$ cat src/rtl/set_clear_flags.sv
// set_clear_flags
// Sticky event flag bank. Every channel has a flag that is set by any of its
// source bits and cleared by its clear strobe. Each channel also has a sticky
// overflow flag and a saturating count of set events. A masked OR of all the
// flags gives a registered interrupt line.
//
// Ports
//   i_clk     clock; all state changes on the rising edge
//   i_srst    synchronous reset, active-high; overrides every other input
//   i_src     set sources; channel c, source s is bit c*SOURCES+s
//   i_clr     per-channel clear strobe
//   i_mask    per-channel interrupt enable (1 = enabled)
//   o_flags   sticky flags
//   o_ovf     sticky overflow: a set event arrived while the flag was already set
//   o_count   saturating set-event count; channel c at [c*COUNT_W +: COUNT_W]
//   o_irq     registered OR of (flags & mask)
//
// Parameters
//   CHANNELS      number of independent channels (>=1)
//   SOURCES       set sources OR-ed per channel (>=1)
//   SET_PRIORITY  on simultaneous set and clear: 1 = set wins, 0 = clear wins
//   EDGE_MODE     0 = level-sensitive set, 1 = set on a rising source edge only
//   COUNT_W       width of each event counter (>=1)

module set_clear_flags #(
   parameter int CHANNELS     = 8,
   parameter int SOURCES      = 2,
   parameter int SET_PRIORITY = 1,
   parameter int EDGE_MODE    = 0,
   parameter int COUNT_W      = 4
) (
   input  logic                          i_clk,
   input  logic                          i_srst,
   input  logic [CHANNELS*SOURCES-1:0]   i_src,
   input  logic [CHANNELS-1:0]           i_clr,
   input  logic [CHANNELS-1:0]           i_mask,
   output logic [CHANNELS-1:0]           o_flags,
   output logic [CHANNELS-1:0]           o_ovf,
   output logic [CHANNELS*COUNT_W-1:0]   o_count,
   output logic                          o_irq
);

   localparam int                NSRC     = CHANNELS * SOURCES;
   localparam logic              EDGE     = (EDGE_MODE != 0);
   localparam logic              SET_WINS = (SET_PRIORITY != 0);
   localparam logic [COUNT_W-1:0] CNT_MAX = '1;
   localparam logic [COUNT_W-1:0] CNT_ONE = COUNT_W'(1);

   logic [NSRC-1:0]             src_hist_q;
   logic [CHANNELS-1:0]         flags_q, flags_d;
   logic [CHANNELS-1:0]         ovf_q, ovf_d;
   logic [CHANNELS*COUNT_W-1:0] count_q, count_d;
   logic                        irq_q, irq_d;

   logic [NSRC-1:0]             hist_eff;
   logic [NSRC-1:0]             src_evt;
   logic [CHANNELS-1:0]         set_req;

   // In level mode the history is forced to zero so a high source is an event
   // every cycle; in edge mode only a 0->1 transition is.
   assign hist_eff = src_hist_q & {NSRC{EDGE}};
   assign src_evt  = i_src & ~hist_eff;

   for (genvar c = 0; c < CHANNELS; c++) begin : g_set
      assign set_req[c] = |src_evt[c*SOURCES +: SOURCES];
   end

   always_comb begin
      flags_d = flags_q;
      ovf_d   = ovf_q;
      count_d = count_q;
      for (int c = 0; c < CHANNELS; c++) begin
         unique case ({i_clr[c], set_req[c]})
            2'b01: begin
               flags_d[c] = 1'b1;
               ovf_d[c]   = ovf_q[c] | flags_q[c];
               if (count_q[c*COUNT_W +: COUNT_W] != CNT_MAX) begin
                  count_d[c*COUNT_W +: COUNT_W] = count_q[c*COUNT_W +: COUNT_W] + CNT_ONE;
               end
            end
            2'b10: begin
               flags_d[c]                    = 1'b0;
               ovf_d[c]                      = 1'b0;
               count_d[c*COUNT_W +: COUNT_W] = '0;
            end
            2'b11: begin
               // Set-wins behaves as clear followed by a fresh first event.
               flags_d[c]                    = SET_WINS;
               ovf_d[c]                      = 1'b0;
               count_d[c*COUNT_W +: COUNT_W] = SET_WINS ? CNT_ONE : '0;
            end
            default: begin
            end
         endcase
      end
      // Interrupt follows the next flag value so it moves on the same edge.
      irq_d = |(flags_d & i_mask);
   end

   always_ff @(posedge i_clk) begin
      if (i_srst) begin
         src_hist_q <= '0;
         flags_q    <= '0;
         ovf_q      <= '0;
         count_q    <= '0;
         irq_q      <= 1'b0;
      end else begin
         src_hist_q <= i_src;
         flags_q    <= flags_d;
         ovf_q      <= ovf_d;
         count_q    <= count_d;
         irq_q      <= irq_d;
      end
   end

   assign o_flags = flags_q;
   assign o_ovf   = ovf_q;
   assign o_count = count_q;
   assign o_irq   = irq_q;

endmodule

$ cat config.mk
export PLATFORM = sky130hd
export DESIGN_NAME = set_clear_flags
export DESIGN_NICKNAME = d
export VERILOG_FILES = /design/src/rtl/set_clear_flags.sv
export SDC_FILE = /design/constraint.sdc
export NUM_CORES = 1
export LEC_CHECK = 0
export ABC_AREA = 1
export CAP_MARGIN = 20
export CORE_MARGIN = 2
export CORE_UTILIZATION = 41
export CTS_BUF_LIST = sky130_fd_sc_hd__clkbuf_16
export DETAILED_ROUTE_END_ITERATION = 10
export PLACE_DENSITY = 0.86
export SLEW_MARGIN = 20
export SYNTH_ARGS = -nofsm -noshare
export SYNTH_HDL_FRONTEND = slang
export SYNTH_SLANG_ARGS = --single-unit
$ cat constraint.sdc
create_clock -name i_clk -period 1.1 [get_ports i_clk]
set_input_delay 0.11 -clock i_clk [delete_from_list [all_inputs] [get_ports i_clk]]
set_output_delay 0.11 -clock i_clk [all_outputs]
set_load 0.005 [all_outputs]
=== After elaboration in Yosys (flattened, before gate mapping) ===
Cells that the tools add are included.

* Bits in registers: 49
* Latch bits: 0
* RAM bits: 0
* ROM bits: 0
* Input port bits: 34
* Output and inout port bits: 49
* Word-level logic and storage cells: 156
* Memories kept: 0

* Add/subtract/negate cells: 8
* Multiply operators: 0
* Div/mod/pow operators: 0
* Order comparisons: 0
* Equality and inequality tests: 40
* Shifts and indexed selects: 0
* Muxes and demuxes: 32
* Bitwise logic cells: 9
* Reductions and logical operators: 49

{| class="wikitable"
|+ Operator list
! operator !! number
|-
| case mux 4 bit (3 select lines) || 8
|-
| OR reduction 2 bit || 24
|-
| adder 4 x 1 -> 4 bit, second input constant || 8
|-
| == test 2 bit, second input constant || 16
|-
| two-way mux 4 bit || 8
|-
| inequality test 4 bit, second input constant || 8
|-
| case mux 1 bit (2 select lines) || 16
|-
| nonzero test 3 bit || 8
|-
| == test 2 x 1 -> 1 bit, second input constant || 8
|-
| inequality test 2 bit, second input constant || 8
|-
| AND reduction 2 bit || 8
|-
| nonzero test 2 bit || 8
|-
| AND 8 bit || 1
|-
| OR 1 bit || 8
|-
| OR reduction 8 bit || 1
|}

=== Longest topological paths before layout ===
* Depth in word-level cells: 6
* Gate-level depth with buffers: 8
* Depth with buffers taken out: 8

=== Worst setup path after synthesis ===
Ideal clock, no wire load.

* Path type: flip-flop to flip-flop
* Start point: reg count_q[16], in the netlist o_count[16]
* End point: reg count_q[19], in the netlist o_count[19]
* Setup time: 113 ps
* Arrival: 1067 ps
* Required time: 987 ps
* Setup slack: -80 ps
* Cell stages (with the launch flop): 9
* Buffers on the path: 0
* Period minus slack after synthesis: 1180 ps
* Cells stage by stage: dfxtp_1 > ha_1 > nand2_2 > o21ai_4 > nand2_2 > nand2_2 > nand2_1 > nand2_1 > nor2_1

* Longest elaborated chain between the ends: 3
* Elaborated cells between the ends (all ways): 6
* Those cells by class: add/sub: 1; eq/ne: 2; mux: 2; reduce/logical: 1

{| class="wikitable"
|+ RTL lines
! what !! line !! source
|-
| start, declared || 52 || <nowiki>logic [CHANNELS*COUNT_W-1:0] count_q, count_d;</nowiki>
|-
| start signal, assigned || 111 || <nowiki>count_q <= count_d;</nowiki>
|-
| adder 4 x 1 -> 4 bit / inequality test 4 bit (equally long branches) || 78, 77 ||
|-
| two-way mux 4 bit / inequality test 2 bit (equally long branches) || n/a ||
|-
| case mux 4 bit (3 select lines) / AND reduction 2 bit (equally long branches) || n/a ||
|}

Parallel ways exist; a longest one is shown, timed or not. The select of a mux whose other input is x is not followed.
A chain may end at the register's enable or synchronous reset.

=== Worst setup path in the final report ===
* Start point: reg count_q[17], in the netlist o_count[17]
* End point: reg count_q[19], in the netlist o_count[19]

Same word-level chain as after synthesis.

==> results.md <==
* Later-pin clock latency in the skew report at 0.28 ns
* Total of buffers placed on input and output ports at 82
* Total congestion overflow at 0
* Row count at 27
* Max-slew violation count at 0
* H-tree levels at 2
* Highest clock frequency the design can meet at 805 MHz
* Cell count after placement at 542
* Number of remaining DRC errors at 0
* Number of top-level design ports at 83
* TritonCTS clock tree: built
* Synthesized instance count at 334
* # hold bufs at CTS at 0
* Netlist area before placement at 0.00237 mm^2
* Share of synthesized registers carrying an async set or reset at 0%
* Global-route track usage on met3 at 4.04%
* Via Count at 2776
* Count of flip-flops with a built-in enable after synthesis at 0
* Minimum hold slack at 0.427 ns
* Signal arrival time at the worst endpoint at 1.42 ns
* Yosys top cell by area: sky130_fd_sc_hd__dfxtp_1
* Number of storage elements in the synthesis netlist at 49
* Number of global-route vias before repair at 2593
* Number of warnings issued by yosys at 0
* Worst clock skew at 0.00326 ns
* Setup violation total in the final timing report at 9
* Setup WS post-layout at -0.142 ns
* DRT Pass-1 Iters at 4
* Clock Root Buffer: sky130_fd_sc_hd__clkbuf_16
* Power density of the placed cells at 1010 mW/mm^2
* Area inside the core boundary at 0.00554 mm^2
* Post-Syn Nets at 376
* Startpoint class of the critical path: register
* Worst Setup Slack post-DPL at -0.157 ns
* Global-route wire length before repair at 11.0 mm
* Min cycle time layout at 1.24 ns
* Library cell with the highest instance count after synthesis: sky130_fd_sc_hd__nand2_1
* Design Area, Final at 0.00421 mm^2
* Class of the most critical hold timing path: input pin to register
* Portion of synthesized cell area occupied by the leading cell type at 41.4%
* Routed vias/inst at 4.93
* Global routing met1 resource utilization at 24.5%
* Distinct cell type count after synthesis at 25
* Gp weighted congestion at 0.817
* Antenna violations before repair at 0
* Overall routing resource usage at 21.4%
* Worst EP required at 1.28 ns
* Worst rel slew slack at 82.3%
* Violations in the final reports: negative setup slack
* Count of nets after finishing at 533
* Met2 demand-to-capacity share in global routing at 40.3%
* Sequential cell area fraction in the yosys report at 41.4%
* Global route hottest layer: met2
* Final Hold Vio Count at 0
* Most common library cells after synthesis: 74 x sky130_fd_sc_hd__nand2_1, 49 x sky130_fd_sc_hd__dfxtp_1, 40 x sky130_fd_sc_hd__nor2_1
* Final routed wire length divided by cell count at 13.1 um
* Die Height at 80.1 um
* Final total negative setup slack at -0.621 ns
* Status: finished with violations
* ANT nets after route at 0
* Non-filler cells in the finished layout at 563
* Half-perimeter wire length after placement at 5.11 mm
* Clk buf depth at 2
* Slew at the pin with the worst max-slew slack at 0.263 ns
* Top_reg_cell synth: sky130_fd_sc_hd__dfxtp_1
* CTS clk-pin slew, worst paths at 0.06 ns
* Type of the worst setup path: register to register
* Fraction of layout instances using a drive strength above 1 at 40.3%
* ANT cells at 0
* Effective utilization at floorplan at 42.8%
* Final total power at 4.25 mW
* Post-layout util at 76.0%
* Clock sink total at 49
* Post-route clock period utilization at 113%
* Unrepaired setup endpoints after global routing: yes
* Leakage dissipation at 2.00 nW
* Endpoint type of the worst setup path: register
* Pin count of the biggest net entering global routing at 14
* Count of max-cap constraint violations at 0
* Total Wirelength at 7.38 mm
* Post-Place Cell Area at 0.00375 mm^2
* Post-synthesis to final-layout area growth at 77.4%
* Area contributors post-synth: sky130_fd_sc_hd__dfxtp_1 41%, sky130_fd_sc_hd__nand2_1 12%, sky130_fd_sc_hd__a21oi_1 8.0%, sky130_fd_sc_hd__nor2_1 6.3%, sky130_fd_sc_hd__inv_1 5.1%
* Highest net fanout along the worst path at 6
* Die span in x at 80.1 um
* Largest vdd supply drop at 0.000798 V
* Post-synthesis average cell area at 7.10 um^2
* First DRT Iteration DRCs at 124
* Total die area at 0.00641 mm^2
* Number of CTS-inserted buffers at 5
layer usage:
layer  vias up  wire (um)
li1       1396          -
met1      1288       3010
met2        82       3910
met3        10        353
met4         0        102
met5         -          0
worst paths after layout:
| path | start | to | slack (ns) | cells past startpoint |
|---|---|---|---|---|
| worst min-delay path | i_clr[3] | o_ovf[3] | 0.43 | 2 |
| worst min register to register | o_ovf[5] | o_ovf[5] | 0.46 | 2 |
| worst max register to register | o_count[17] | o_count[19] | -0.14 | 9 |
| worst max-delay path | o_count[17] | o_count[19] | -0.14 | 9 |
layout make-up:
type	instances	area (um^2)
fill	399	1330
inverter	44	165
timing repair buffer	153	1280
clock buffer	5	125
multi-input combinational	238	1510
tap	72	90.1
clock inverter	2	7.51
sequential	49	1040
repair_timing:
action	in CTS	in global routing
pin swaps	20	25
buffers inserted	11	3
setup endpoints to repair	72	34
gates resized for setup	112	43
where the power goes:
group / internal [mW] / leakage (nW) / switching, mW
clock: 0.813 / 0.0685 / 0.594
combinational: 0.491 / 1.51 / 0.413
sequential: 1.87 / 0.417 / 0.0716
layout by cell type (no fill, tap or decap):
| cell | n |
|---|---|
| sky130_fd_sc_hd__inv_1 | 30 |
| sky130_fd_sc_hd__clkdlybuf4s15_1 | 4 |
| sky130_fd_sc_hd__nand2_1 | 69 |
| sky130_fd_sc_hd__nand4_4 | 1 |
| sky130_fd_sc_hd__a21oi_2 | 7 |
| sky130_fd_sc_hd__dfxtp_2 | 36 |
| sky130_fd_sc_hd__o22ai_2 | 2 |
| sky130_fd_sc_hd__o21ai_4 | 2 |
| sky130_fd_sc_hd__nand3_4 | 4 |
| sky130_fd_sc_hd__o22ai_1 | 2 |
| sky130_fd_sc_hd__o21bai_1 | 1 |
| sky130_fd_sc_hd__nand3_1 | 15 |
| sky130_fd_sc_hd__buf_4 | 69 |
| sky130_fd_sc_hd__dfxtp_4 | 3 |
| sky130_fd_sc_hd__nor3_4 | 2 |
| sky130_fd_sc_hd__a211oi_1 | 2 |
| sky130_fd_sc_hd__nor2_2 | 5 |
| sky130_fd_sc_hd__clkdlybuf4s50_1 | 33 |
| sky130_fd_sc_hd__clkbuf_16 | 5 |
| sky130_fd_sc_hd__dfxtp_1 | 10 |
| sky130_fd_sc_hd__o21ai_1 | 5 |
| sky130_fd_sc_hd__xnor2_1 | 1 |
| sky130_fd_sc_hd__clkinv_1 | 1 |
| sky130_fd_sc_hd__o21ai_0 | 5 |
| sky130_fd_sc_hd__dlygate4sd2_1 | 36 |
| sky130_fd_sc_hd__inv_2 | 15 |
| sky130_fd_sc_hd__nor3_1 | 6 |
| sky130_fd_sc_hd__nor2_1 | 39 |
| sky130_fd_sc_hd__o21a_1 | 2 |
| sky130_fd_sc_hd__o21ai_2 | 1 |
| sky130_fd_sc_hd__buf_6 | 3 |
| sky130_fd_sc_hd__clkbuf_2 | 8 |
| sky130_fd_sc_hd__ha_4 | 8 |
| sky130_fd_sc_hd__nand2_2 | 11 |
| sky130_fd_sc_hd__nor2_4 | 1 |
| sky130_fd_sc_hd__nand3_2 | 4 |
| sky130_fd_sc_hd__a21oi_1 | 32 |
| sky130_fd_sc_hd__nand2_4 | 11 |
state kept, by name (all words and copies together) (netlist names):
register / cells
o_irq: 1
o_ovf: 8
o_count: 32
o_flags: 8
kinds of logic after synthesis:
logic type               Yosys count  synth area share [%]
XOR/XNOR                           1                 0.369
adder cells (fa/ha/maj)            8                  4.22
AO/OA/AOI/OAI                     61                  14.7
buffers and inverters             47                  7.59
AND/OR/NAND/NOR                  168                  31.8
flip-flops                        49                  41.4
critical path: stages (launching register included):
cell and delay [ns]:
sky130_fd_sc_hd__dfxtp_2 0.33, sky130_fd_sc_hd__buf_6 0.09, sky130_fd_sc_hd__ha_4 0.14, sky130_fd_sc_hd__nand2_4 0.06, sky130_fd_sc_hd__o21ai_4 0.22, sky130_fd_sc_hd__nand2_2 0.10
sky130_fd_sc_hd__nand2_2 0.07, sky130_fd_sc_hd__nand2_1 0.05, sky130_fd_sc_hd__nand2_1 0.05, sky130_fd_sc_hd__nor2_1 0.04
(Power assumes the default switching activity.)
